--- config.mk ---
export PLATFORM = sky130hd
export DESIGN_NAME = ifetch_queue
export DESIGN_NICKNAME = d
export VERILOG_FILES = /design/src/rtl/riscv_pkg.sv /design/src/rtl/fetch_fifo.sv /design/src/rtl/ifetch_queue.sv
export SDC_FILE = /design/constraint.sdc
export NUM_CORES = 1
export LEC_CHECK = 0
export BUFFER_PORTS_ARGS = -buffer_cell sky130_fd_sc_hd__buf_4
export CAP_MARGIN = 20
export CORE_MARGIN = 2
export CORE_UTILIZATION = 40
export CTS_CLUSTER_DIAMETER = 100
export DETAILED_ROUTE_END_ITERATION = 12
export SKIP_LAST_GASP = 1
export SLEW_MARGIN = 0
export SYNTH_ARGS = -nofsm -noshare
export SYNTH_HDL_FRONTEND = slang
export SYNTH_SLANG_ARGS = --single-unit
--- constraint.sdc ---
create_clock -name clk -period 2.9 [get_ports clk]
set_input_delay 0.145 -clock clk [delete_from_list [all_inputs] [get_ports clk]]
set_output_delay 0.145 -clock clk [all_outputs]
set_load 0.03 [all_outputs]
--- src/rtl/riscv_pkg.sv ---
// Shared front-end constants: datapath width, canonical NOP, reset vector.
package riscv_pkg;
    localparam int          XLEN       = 32;
    localparam logic [31:0] INST_NOP   = 32'h0000_0013;
    localparam logic [31:0] RESET_ADDR = 32'h0000_0000;
endpackage

--- src/rtl/fetch_fifo.sv ---
// Synchronous FIFO holding fetched {instruction, address} pairs.
// The head entry is read straight from the storage array, so rdata is purely
// registered state.
module fetch_fifo
    import riscv_pkg::*;
#(
    parameter int WIDTH = 2 * riscv_pkg::XLEN,
    parameter int DEPTH = 4
) (
    input  logic                       clk,
    input  logic                       rst_n,
    input  logic                       push,
    input  logic [WIDTH-1:0]           wdata,
    input  logic                       pop,
    input  logic                       flush,
    output logic [WIDTH-1:0]           rdata,
    output logic [$clog2(DEPTH):0]     count,
    output logic                       empty,
    output logic                       full
);
    localparam int AW = $clog2(DEPTH);

    logic [WIDTH-1:0] mem [DEPTH];
    logic [AW-1:0]    rd_ptr;
    logic [AW-1:0]    wr_ptr;
    logic             do_push;
    logic             do_pop;

    assign empty   = (count == '0);
    assign full    = (count == ($clog2(DEPTH) + 1)'(DEPTH));
    assign do_push = push && !full;
    assign do_pop  = pop && !empty;
    assign rdata   = mem[rd_ptr];

    // Pointer and occupancy tracking; flush drops everything at once.
    always_ff @(posedge clk or negedge rst_n) begin
        if (!rst_n) begin
            rd_ptr <= '0;
            wr_ptr <= '0;
            count  <= '0;
        end else if (flush) begin
            rd_ptr <= '0;
            wr_ptr <= '0;
            count  <= '0;
        end else begin
            if (do_push) wr_ptr <= wr_ptr + 1'b1;
            if (do_pop)  rd_ptr <= rd_ptr + 1'b1;
            if (do_push && !do_pop)      count <= count + 1'b1;
            else if (!do_push && do_pop) count <= count - 1'b1;
        end
    end

    // Data storage; contents need no reset because empty masks them.
    always_ff @(posedge clk) begin
        if (do_push && !flush) mem[wr_ptr] <= wdata;
    end
endmodule

--- src/rtl/ifetch_queue.sv ---
// Instruction fetch front end: owns the PC, issues fetches to a fixed-latency
// ROM under a credit limit, tracks in-flight requests, and buffers returned
// words for decode. A jump flushes the queue and kills in-flight responses.
module ifetch_queue
    import riscv_pkg::*;
#(
    parameter int                      XLEN       = riscv_pkg::XLEN,
    parameter int                      DEPTH      = 4,
    parameter int                      ROM_LAT    = 1,
    parameter logic [XLEN-1:0]         RESET_ADDR = XLEN'(riscv_pkg::RESET_ADDR)
) (
    input  logic            clk,
    input  logic            rst,
    input  logic            hold,
    input  logic            jump_en,
    input  logic [XLEN-1:0] jump_addr,
    output logic [XLEN-1:0] pc2rom,
    output logic            rom_req,
    input  logic [XLEN-1:0] rom_ins,
    output logic [XLEN-1:0] ins,
    output logic [XLEN-1:0] ins_addr,
    output logic            ins_valid
);
    localparam int CW = $clog2(DEPTH) + 1;
    localparam int SW = CW + 1;

    logic [XLEN-1:0]               pc;
    logic [ROM_LAT-1:0]            pipe_vld;
    logic [ROM_LAT-1:0][XLEN-1:0]  pipe_addr;
    logic [CW-1:0]                 inflight;
    logic [CW-1:0]                 count;
    logic                          empty;
    logic                          full;
    logic                          push;
    logic                          pop;
    logic [2*XLEN-1:0]             head;

    // Number of requests issued whose ROM response has not yet landed.
    always_comb begin
        inflight = '0;
        for (int i = 0; i < ROM_LAT; i++) inflight = inflight + CW'(pipe_vld[i]);
    end

    // Credit check counts queued plus in-flight words and ignores a same-cycle
    // pop, so a returning response always has a free slot. !full is redundant
    // with the credit check but keeps the FIFO safe on its own terms.
    assign rom_req = rst && !jump_en && !full &&
                     ((SW'(count) + SW'(inflight)) < SW'(DEPTH));
    assign pc2rom  = pc;

    assign push = pipe_vld[ROM_LAT-1];
    assign pop  = !empty && !hold;

    // PC and in-flight tracking; a jump clears every valid bit so late ROM
    // responses are never pushed.
    always_ff @(posedge clk or negedge rst) begin
        if (!rst) begin
            pc        <= RESET_ADDR;
            pipe_vld  <= '0;
            pipe_addr <= '0;
        end else begin
            pipe_vld[0]  <= rom_req;
            pipe_addr[0] <= pc;
            for (int k = 1; k < ROM_LAT; k++) begin
                pipe_vld[k]  <= pipe_vld[k-1];
                pipe_addr[k] <= pipe_addr[k-1];
            end
            if (jump_en) begin
                pipe_vld <= '0;
                pc       <= {jump_addr[XLEN-1:2], 2'b00};
            end else if (rom_req) begin
                pc <= pc + XLEN'(4);
            end
        end
    end

    fetch_fifo #(
        .WIDTH (2 * XLEN),
        .DEPTH (DEPTH)
    ) u_fifo (
        .clk   (clk),
        .rst_n (rst),
        .push  (push),
        .wdata ({rom_ins, pipe_addr[ROM_LAT-1]}),
        .pop   (pop),
        .flush (jump_en),
        .rdata (head),
        .count (count),
        .empty (empty),
        .full  (full)
    );

    // Decode-facing outputs come from the registered queue head only.
    assign ins_valid = !empty;
    assign ins       = empty ? XLEN'(INST_NOP) : head[2*XLEN-1:XLEN];
    assign ins_addr  = empty ? '0 : head[XLEN-1:0];
endmodule

* Yosys cells after proc, flatten, opt, wreduce, memory -nomap -nowiden *
Memories as Yosys holds them, arrays and structs flattened.
Cells that the tools add are included.

cells by class
  add/subtract/negate cells = 6
  $mul = 0
  divide/modulo/power cells = 0
  $lt $le $gt $ge = 1
  eq/ne operators = 1
  shift-type cells = 0
  multiplexer cells = 14
  bitwise gates (word level) = 0
  reduce and logical (&&, ||, !) cells = 20

operators with widths
  cell                                                        number
  two-way mux 32 bit                                          4
  adder 32 x 3 -> 32 bit, second input constant               1
  logical AND 1 bit                                           9
  two-way mux 3 bit                                           3
  two-way mux 2 bit                                           4
  zero test 1 bit                                             6
  nonzero test 2 bit                                          3
  adder 2 x 1 -> 2 bit, second input constant                 2
  adder 3 x 1 -> 4 bit                                        1
  less-than comparator 4 x 3 -> 1 bit, second input constant  1
  adder 3 x 1 -> 3 bit, second input constant                 1
  equality test 3 bit, second input constant                  1
  zero test 3 bit                                             1
  two-way mux 1 bit                                           3
  nonzero test 3 bit                                          1
  subtractor 3 x 1 -> 3 bit, second input constant            1

word-level totals
  bits in registers = 72
  bits in latches = 0
  memory bits (writable) = 256
  bits in read-only memories = 0
  input bits = 68
  memories = 1

memory list
  name        words  width  read ports  clocked after memory_dff  wr ports  RTL line          RTL
  u_fifo.mem  4      64     1           0                         1         fetch_fifo.sv:23  logic [WIDTH-1:0] mem [DEPTH];

* Longest topological paths before layout *
Gate-level depths: netlist of run 1.

  word-level depth = 8
  depth in mapped cells = 8

* By module *
A second synthesis of run 1 with hierarchy kept.

second synthesis, totals
  cell total of the unflattened synthesis = 718
  area, all modules = 12858.6 um2

by module, submodules not included
  module        times used  cells each  area each (um2)  seq. area each (um2)
  fetch_fifo    1           395         9789.4           7862.5
  ifetch_queue  1           323         3069.2           1526.5

* Worst setup path before layout of run 1 *
OpenSTA, ideal clock, no wires.

  kind = register to register
  from = register u_fifo.count[2]
  to = memory u_fifo.mem[0][10] in the netlist's numbering, enable pin
  setup time = 0.427 ns
  data arrival time = 2.241 ns
  data required time = 2.473 ns
  setup slack = 0.233 ns
  stages on the path, launching flop included = 5
  period minus slack after synthesis = 2.667 ns
  cell sequence = dfrtp_1 -> inv_1 -> o31ai_4 -> nor2_1 -> and2_1

between the ends
  longest elaborated chain between the ends = 6

RTL lines
  what                                     RTL line          RTL
  start, declared                          fetch_fifo.sv:17  output logic [$clog2(DEPTH):0] count,
  start signal, assigned                   fetch_fifo.sv:48  if (do_push && !do_pop) count <= count + 1'b1;
  start signal, assigned                   fetch_fifo.sv:49  else if (!do_push && do_pop) count <= count - 1'b1;
  equality test 3 bit                      fetch_fifo.sv:30  assign full = (count == ($clog2(DEPTH) + 1)'(DEPTH));
  zero test 1 bit                          fetch_fifo.sv:31  assign do_push = push && !full;
  logical AND 1 bit                        fetch_fifo.sv:31
  logical AND 1 bit                        fetch_fifo.sv:55  if (do_push && !flush) mem[wr_ptr] <= wdata;
  two-way mux 1 bit                        fetch_fifo.sv:55
  two-way mux 1 bit (implied by the code)  fetch_fifo.sv:55
  end, declared                            fetch_fifo.sv:23

No other way between the ends.

* Final worst setup path of run 1 *
  from = register u_fifo.count[1]
  to = output ins_addr[5]

between the ends
  longest elaborated chain between the ends = 2

RTL lines
  what                RTL line            RTL
  zero test 3 bit     fetch_fifo.sv:29    assign empty = (count == '0);
  two-way mux 32 bit  ifetch_queue.sv:96  assign ins_addr = empty ? '0 : head[XLEN-1:0];
  end, declared       ifetch_queue.sv:21  output logic [XLEN-1:0] ins_addr,

No other way between the ends.

==> reports/summary.txt, run 1 <==
run status: finished, final reports clean
area leader, netlist: edfxtp_1
CP Max Fanout: 30
top-area cell type share of the netlist area: 59.8%
sequential share of power: 38.4%
register area share after synthesis: 73.5%
Clock Latency Late Sink: 510 ps
diode count: 0
largest cells by area after synthesis: edfxtp_1, dfrtp_1, mux4_2
Period minus WS final: 2630 ps
CTS H-tree lvls: 2
actual slew at the worst max-slew pin: 894 ps
routed via count: 6965
mean routed wirelength per cell: 19.4 um
f_max: 0.380 GHz
share of cells above drive strength 1: 33.9%
Net Switching: 4.64 mW
DRC: 0
clock root cell: clkbuf_16
LEAKAGE: 5.88 nW
Synth top cells by count: edfxtp_1, dfrtp_1, and2_1
Initial DRT Pass Iterations: 4
Slew headroom: 40.4%
RSZ-0062 raised after global routing: no
total power: 14.5 mW
Main synth FF type: edfxtp_1
dpl cells: 1226
Avg Vias per Cell: 5.14
Synth warnings: 0
Comb pwr share: 30.4%
worst endpoint data arrival time: 2490 ps
FF+latch count, synth: 316
initial antenna violation count: 0
CP Class: reg2out
MaxCap Viol Count: 0
Netlist cell types: 57
Max Clock Skew: 12.4 ps
Async S/R FF share, synth: 21.5%
vias in the first global route: 7298
CP endpoint kind: primary output
Ports: 166
drt total wl: 26300 um
Sink Count: 316
final non-filler cell total: 1354
area occupied by multi-input gates: 3100 um^2
clock share of power: 31.2%
clk slew on worst S/H paths: 60 ps
Die Area: 32500 um^2
post-detail-place hpwl: 16200 um
setup violators final: 0
crit start category: flip-flop
fin. max-slew vios: 0
peak supply drop: 0.423 mV
GP Congestion: 0.797
Avg Cell Area, Syn: 18.2 um^2
number of synthesized flops with an enable pin: 248
final period utilization: 90.8%
largest net degree at the start of global routing: 69
Initial Util: 40.7%
area of all placed cells without fillers: 16100 um^2
worst-case clock buffer depth: 3
sw frac: 32.0%
placed inst area: 14200 um^2
number of CTS-inserted buffers: 36
Post-Syn Instances: 682
Overflow after GRT: 0
setup_tns: 0 ps
Die W: 180 um
Nets: 1005
IO Port Bufs: 159
Filler Cell Count: 2509
CTS tree: built
Core Area: 30600 um^2
worst endpoint required time: 2760 ps
HP Class: in2reg
P&R area growth vs syn: 29.0%
Die Height: 180 um
sequential cell area: 9160 um^2
Hold Vio Cnt, Final: 0
Netlist Area Pre-Place: 12400 um^2
Post-CTS Resized: 0
Pint: 9.88 mW
pwr dens: 904 nW/um^2
count leader, synth: edfxtp_1
# rows: 64
Iter 0 DRT Violations: 456
first-pass GRT wire length: 41500 um
GR Util All Layers: 16.3%
post-route ant nets: 0
-- final timing paths --
check	to	slack, ps	cells past startpoint	start
max	ins_addr[5]	270	5	u_fifo.count[1]$_DFFE_PN0P_
min	u_fifo.rd_ptr[0]$_DFFE_PN0P_	40	4	hold
max reg2reg	pc2rom[30]$_DFFE_PN0P_	670	6	pc2rom[2]$_DFFE_PN0P_
min reg2reg	u_fifo.mem[2][8]$_DFFE_PP_	490	0	pipe_addr[8]$_DFF_PN0_
max in group asynchronous	u_fifo.rd_ptr[1]$_DFFE_PN0P_	1790	3	rst
min in group asynchronous	pipe_addr[30]$_DFF_PN0_	420	3	rst
-- state kept, by name, summed over array words and instances, names as in the netlist --
signal and count:
u_fifo.mem 248, pipe_vld 1, u_fifo.rd_ptr 2, u_fifo.wr_ptr 2
pc2rom 30, u_fifo.count 3, pipe_addr 30
-- critical path, cell delays in order (launching register included) --
cell     delay, ps
dfrtp_1        460
nor3_2         560
inv_2          270
buf_4          300
and2_1         210
buf_4          170
-- what timing repair did --
item                                    in CTS  in global routing
hold endpoints to repair                   226                  0
setup buffers                                0                  0
endpoints found under the setup margin       0                  0
hold buffers                                63                  0
-- metrics by stage --
step	setup WS [ps]	hold slack, ps	util (%)
3_5_place_dp	685	351	46.5
2_1_floorplan	233	-151	-
5_1_grt	61.3	51.4	52.5
4_1_cts	152	19.8	52.5
6_report	268	43.1	52.5
3_3_place_gp	719	349	46.5
-- power groups by stage --
stage / Sequential (mW) / Combinational, mW / Clock, mW
after floorplan: 5.59 / 2.80 / 0
after global placement: 5.66 / 4.43 / 0
after detailed placement: 5.67 / 4.45 / 0
after CTS: 5.58 / 4.52 / 4.64
after global routing: 5.62 / 4.76 / 4.82
final: 5.57 / 4.42 / 4.53
-- per-layer routing --
layer	vias up	routed length [um]	track usage, %
li1	3178	-	-
met1	3523	12100	23.6
met2	225	12100	25.3
met3	39	1600	3.56
met4	0	448	3.68
met5	-	0	0
-- area by class of cell --
cell class | count | area share (%)
Clock inverter | 19 | 1.29
Tap cell | 396 | 3.09
Inverter | 10 | 0.234
Sequential cell | 316 | 57.0
Clock buffer | 46 | 6.16
Timing Repair Buffer | 245 | 12.9
Multi-Input combinational cell | 322 | 19.3
-- layout by cell type (no fill, tap or decap), types with 4 or more instances in the layout --
master,instances
nor2_1,18
mux2i_1,4
dlygate4sd3_1,63
a21o_1,4
o311ai_1,7
o21ai_1,5
ha_1,5
a21oi_1,4
clkinv_2,8
edfxtp_1,248
buf_12,6
bufinv_16,4
and2_4,4
or4_1,6
o21ai_0,5
and3_1,4
and2_1,60
mux4_2,62
xnor2_1,5
a221o_1,4
clkbuf_16,37
inv_1,8
nand3_1,24
clkbuf_1,6
a22oi_1,5
nand4_1,7
nand2_1,36
dfrtp_1,66
o211ai_1,15
conb_1,4
buf_4,176
-- kinds of logic after synthesis --
group | synth area share [%]
buffers and inverters | 1.77
other | 0.0301
multiplexers | 11.5
AO/OA/AOI/OAI | 3.70
XOR/XNOR | 0.422
AND/OR/NAND/NOR | 8.36
adder cells (fa/ha/maj) | 0.664
flip-flops | 73.5
Power figures use the tool's default switching activity.
==> inputs of run 2 (changes only) <==
--- a/config.mk
+++ b/config.mk
@@ -11,6 +11,7 @@
 export CORE_UTILIZATION = 40
 export CTS_CLUSTER_DIAMETER = 100
 export DETAILED_ROUTE_END_ITERATION = 12
+export RECOVER_POWER = 100
 export SKIP_LAST_GASP = 1
 export SLEW_MARGIN = 0
 export SYNTH_ARGS = -nofsm -noshare
==> run 2 against run 1 <==
The run now ends with capacitance limit, slew limit left; clock skew about the same; non-clock buffer count unchanged; worst setup slack got worse by 24 ps; core utilization decreased by 1.1 points; routed wire length decreased by 0.30%; first-iteration DRC count decreased by 6.6%; count of clock-buffer cells in the layout unchanged; combinational power decreased by 4%; maximum frequency decreased by 0.91%; final cell count unchanged; clock power about the same; via count decreased by 0.11%; critical path type unchanged; largest cell class unchanged.
==> reports/summary.txt, run 2 (synthesis gave the netlist of run 1 again) <==
Nets: 1005 (unchanged)
LEAKAGE: 5.58 nW (-5.2%)
worst endpoint required time: 2760 ps (about the same)
Hold Vio Cnt, Final: 0 (unchanged)
Post-CTS Resized: 0 (unchanged)
final core occ: 51.3% (-1.1 points)
DRC: 0 (unchanged)
max reg flops: 248 (unchanged)
Period minus WS final: 2660 ps (+24.1 ps)
max incr delay on CP: 680 ps (+120 ps)
Place WS: 685 ps (unchanged)
worst endpoint data arrival time: 2510 ps (+20 ps)
Final Hold Slack: 40.3 ps (-2.82 ps)
Iter 0 DRT Violations: 426 (-6.6%)
peak supply drop: 0.421 mV (-0.40%)
Avg Vias per Cell: 5.14 (-0.11%)
Ports: 166 (unchanged)
actual slew at the worst max-slew pin: 1740 ps (+848 ps)
HP Class: in2reg
failing checks: capacitance limit, slew limit
setup violators final: 0 (unchanged)
Clock Latency Late Sink: 510 ps (about the same)
Initial DRT Pass Iterations: 5 (+1)
RSZ-0062 raised after global routing: no
post-detail-place hpwl: 16200 um (unchanged)
run status: finished with violations
clk slew on worst S/H paths: 60 ps (about the same)
GP Congestion: 0.797 (unchanged)
most frequent cells in the layout: edfxtp_1, buf_4, clkbuf_1, dfrtp_1, dlygate4sd3_1
Final WS setup: 244 ps (-24.1 ps)
slowest CP cell: dfrtp_4
vias in the first global route: 7298 (unchanged)
CP Class: reg2out
largest reg by FF count: u_fifo.mem
crit-path cells: clkbuf_2, mux4_2, or2_2, buf_4
most common cell after layout, fill and taps aside: edfxtp_1
Die W: 180 um (unchanged)
number of CTS-inserted buffers: 36 (unchanged)
fin. max-slew vios: 69 (+69)
f_max: 0.376 GHz (-0.91%)
setup_tns: 0 ps (unchanged)
CTS H-tree lvls: 2 (unchanged)
post-CTS setup buffers: 0 (unchanged)
Die Height: 180 um (unchanged)
diode count: 0 (unchanged)
largest net degree at the start of global routing: 69 (unchanged)
share of cells above drive strength 1: 26.7% (-7.2 points)
first-pass GRT wire length: 41500 um (unchanged)
post-route ant nets: 0 (unchanged)
crit start category: flip-flop
IO Port Bufs: 159 (unchanged)
final period utilization: 91.6% (+0.83 points)
Die Area: 32500 um^2 (unchanged)
routed via count: 6957 (-0.11%)
CP Max Fanout: 18 (-40%)
# rows: 64 (unchanged)
Initial Util: 40.7% (unchanged)
drt total wl: 26200 um (-0.30%)
MaxCap Viol Count: 1 (+1)
CP endpoint kind: primary output
Overflow after GRT: 0 (unchanged)
worst-case clock buffer depth: 3 (unchanged)
GR Util All Layers: 16.3% (unchanged)
Sink Count: 316 (unchanged)
Core Area: 30600 um^2 (unchanged)
mean routed wirelength per cell: 19.3 um (-0.30%)
Max Clock Skew: 12.3 ps (-0.115 ps)
P&R area growth vs syn: 26.2%
Slew headroom: -16.1% (-57 points)
cts hold-fix bufs: 63 (unchanged)
clock root cell: clkbuf_16
initial antenna violation count: 0 (unchanged)
pwr dens: 911 nW/um^2 (+0.80%)
Filler Cell Count: 2589 (+3.2%)
CTS tree: built
[run 2: where the power goes]
part           switching [mW]  total, mW  internal (mW)
combinational            2.53       4.23           1.69
sequential              0.345       5.56           5.21
clock                    1.75       4.53           2.78
total                    4.63       14.3           9.69
[run 2: layer usage]
layer	track usage, %	up-vias	routed length (um)
met3	3.56	35	1650
met5	0	-	0
met2	25.3	223	12100
met4	3.68	0	404
met1	23.6	3523	12000
li1	-	3176	-
[run 2: area by class of cell]
cell class	instances	area (um^2)	share of cell area (%)
timing repair buffer	245	1750	11.1
multi-input combinational	322	3070	19.6
clock inverter	19	208	1.32
clock buffer	46	990	6.30
sequential	316	9160	58.3
inverter	10	37.5	0.239
tap	396	495	3.15
[run 2: path summary, 6_finish.rpt]
| path | start | end | slack, ps | depth (start not counted) |
|---|---|---|---|---|
| min reg2reg | pipe_addr[8]$_DFF_PN0_ | u_fifo.mem[2][8]$_DFFE_PP_ | 490 | 0 |
| max reg2reg | u_fifo.count[1]$_DFFE_PN0P_ | u_fifo.mem[0][37]$_DFFE_PP_ | 280 | 4 |
| min | hold | u_fifo.rd_ptr[0]$_DFFE_PN0P_ | 40 | 4 |
| max | u_fifo.rd_ptr[0]$_DFFE_PN0P_ | ins[0] | 240 | 4 |
| max in group asynchronous | rst | u_fifo.rd_ptr[1]$_DFFE_PN0P_ | 840 | 3 |
| min in group asynchronous | rst | pipe_addr[30]$_DFF_PN0_ | 800 | 3 |
[run 2: through the flow]
| step | power, mW | instances | cell area [um^2] |
|---|---|---|---|
| finish | 14.3 | 1354 | 15700 |
| global route | 15.0 | 1354 | 15700 |
| detailed placement | 10.1 | 1226 | 14200 |
| floorplan | 8.39 | 685 | 12500 |
| global placement | 10.1 | 1226 | 14200 |
| CTS | 14.7 | 1354 | 16100 |
[run 2: critical path, delay by kind of cell (launching register included)]
| family | cells | cell delay [ps] |
|---|---|---|
| buf+inv | 2 | 510 |
| simple gates | 1 | 290 |
| flops | 1 | 680 |
| mux | 1 | 540 |
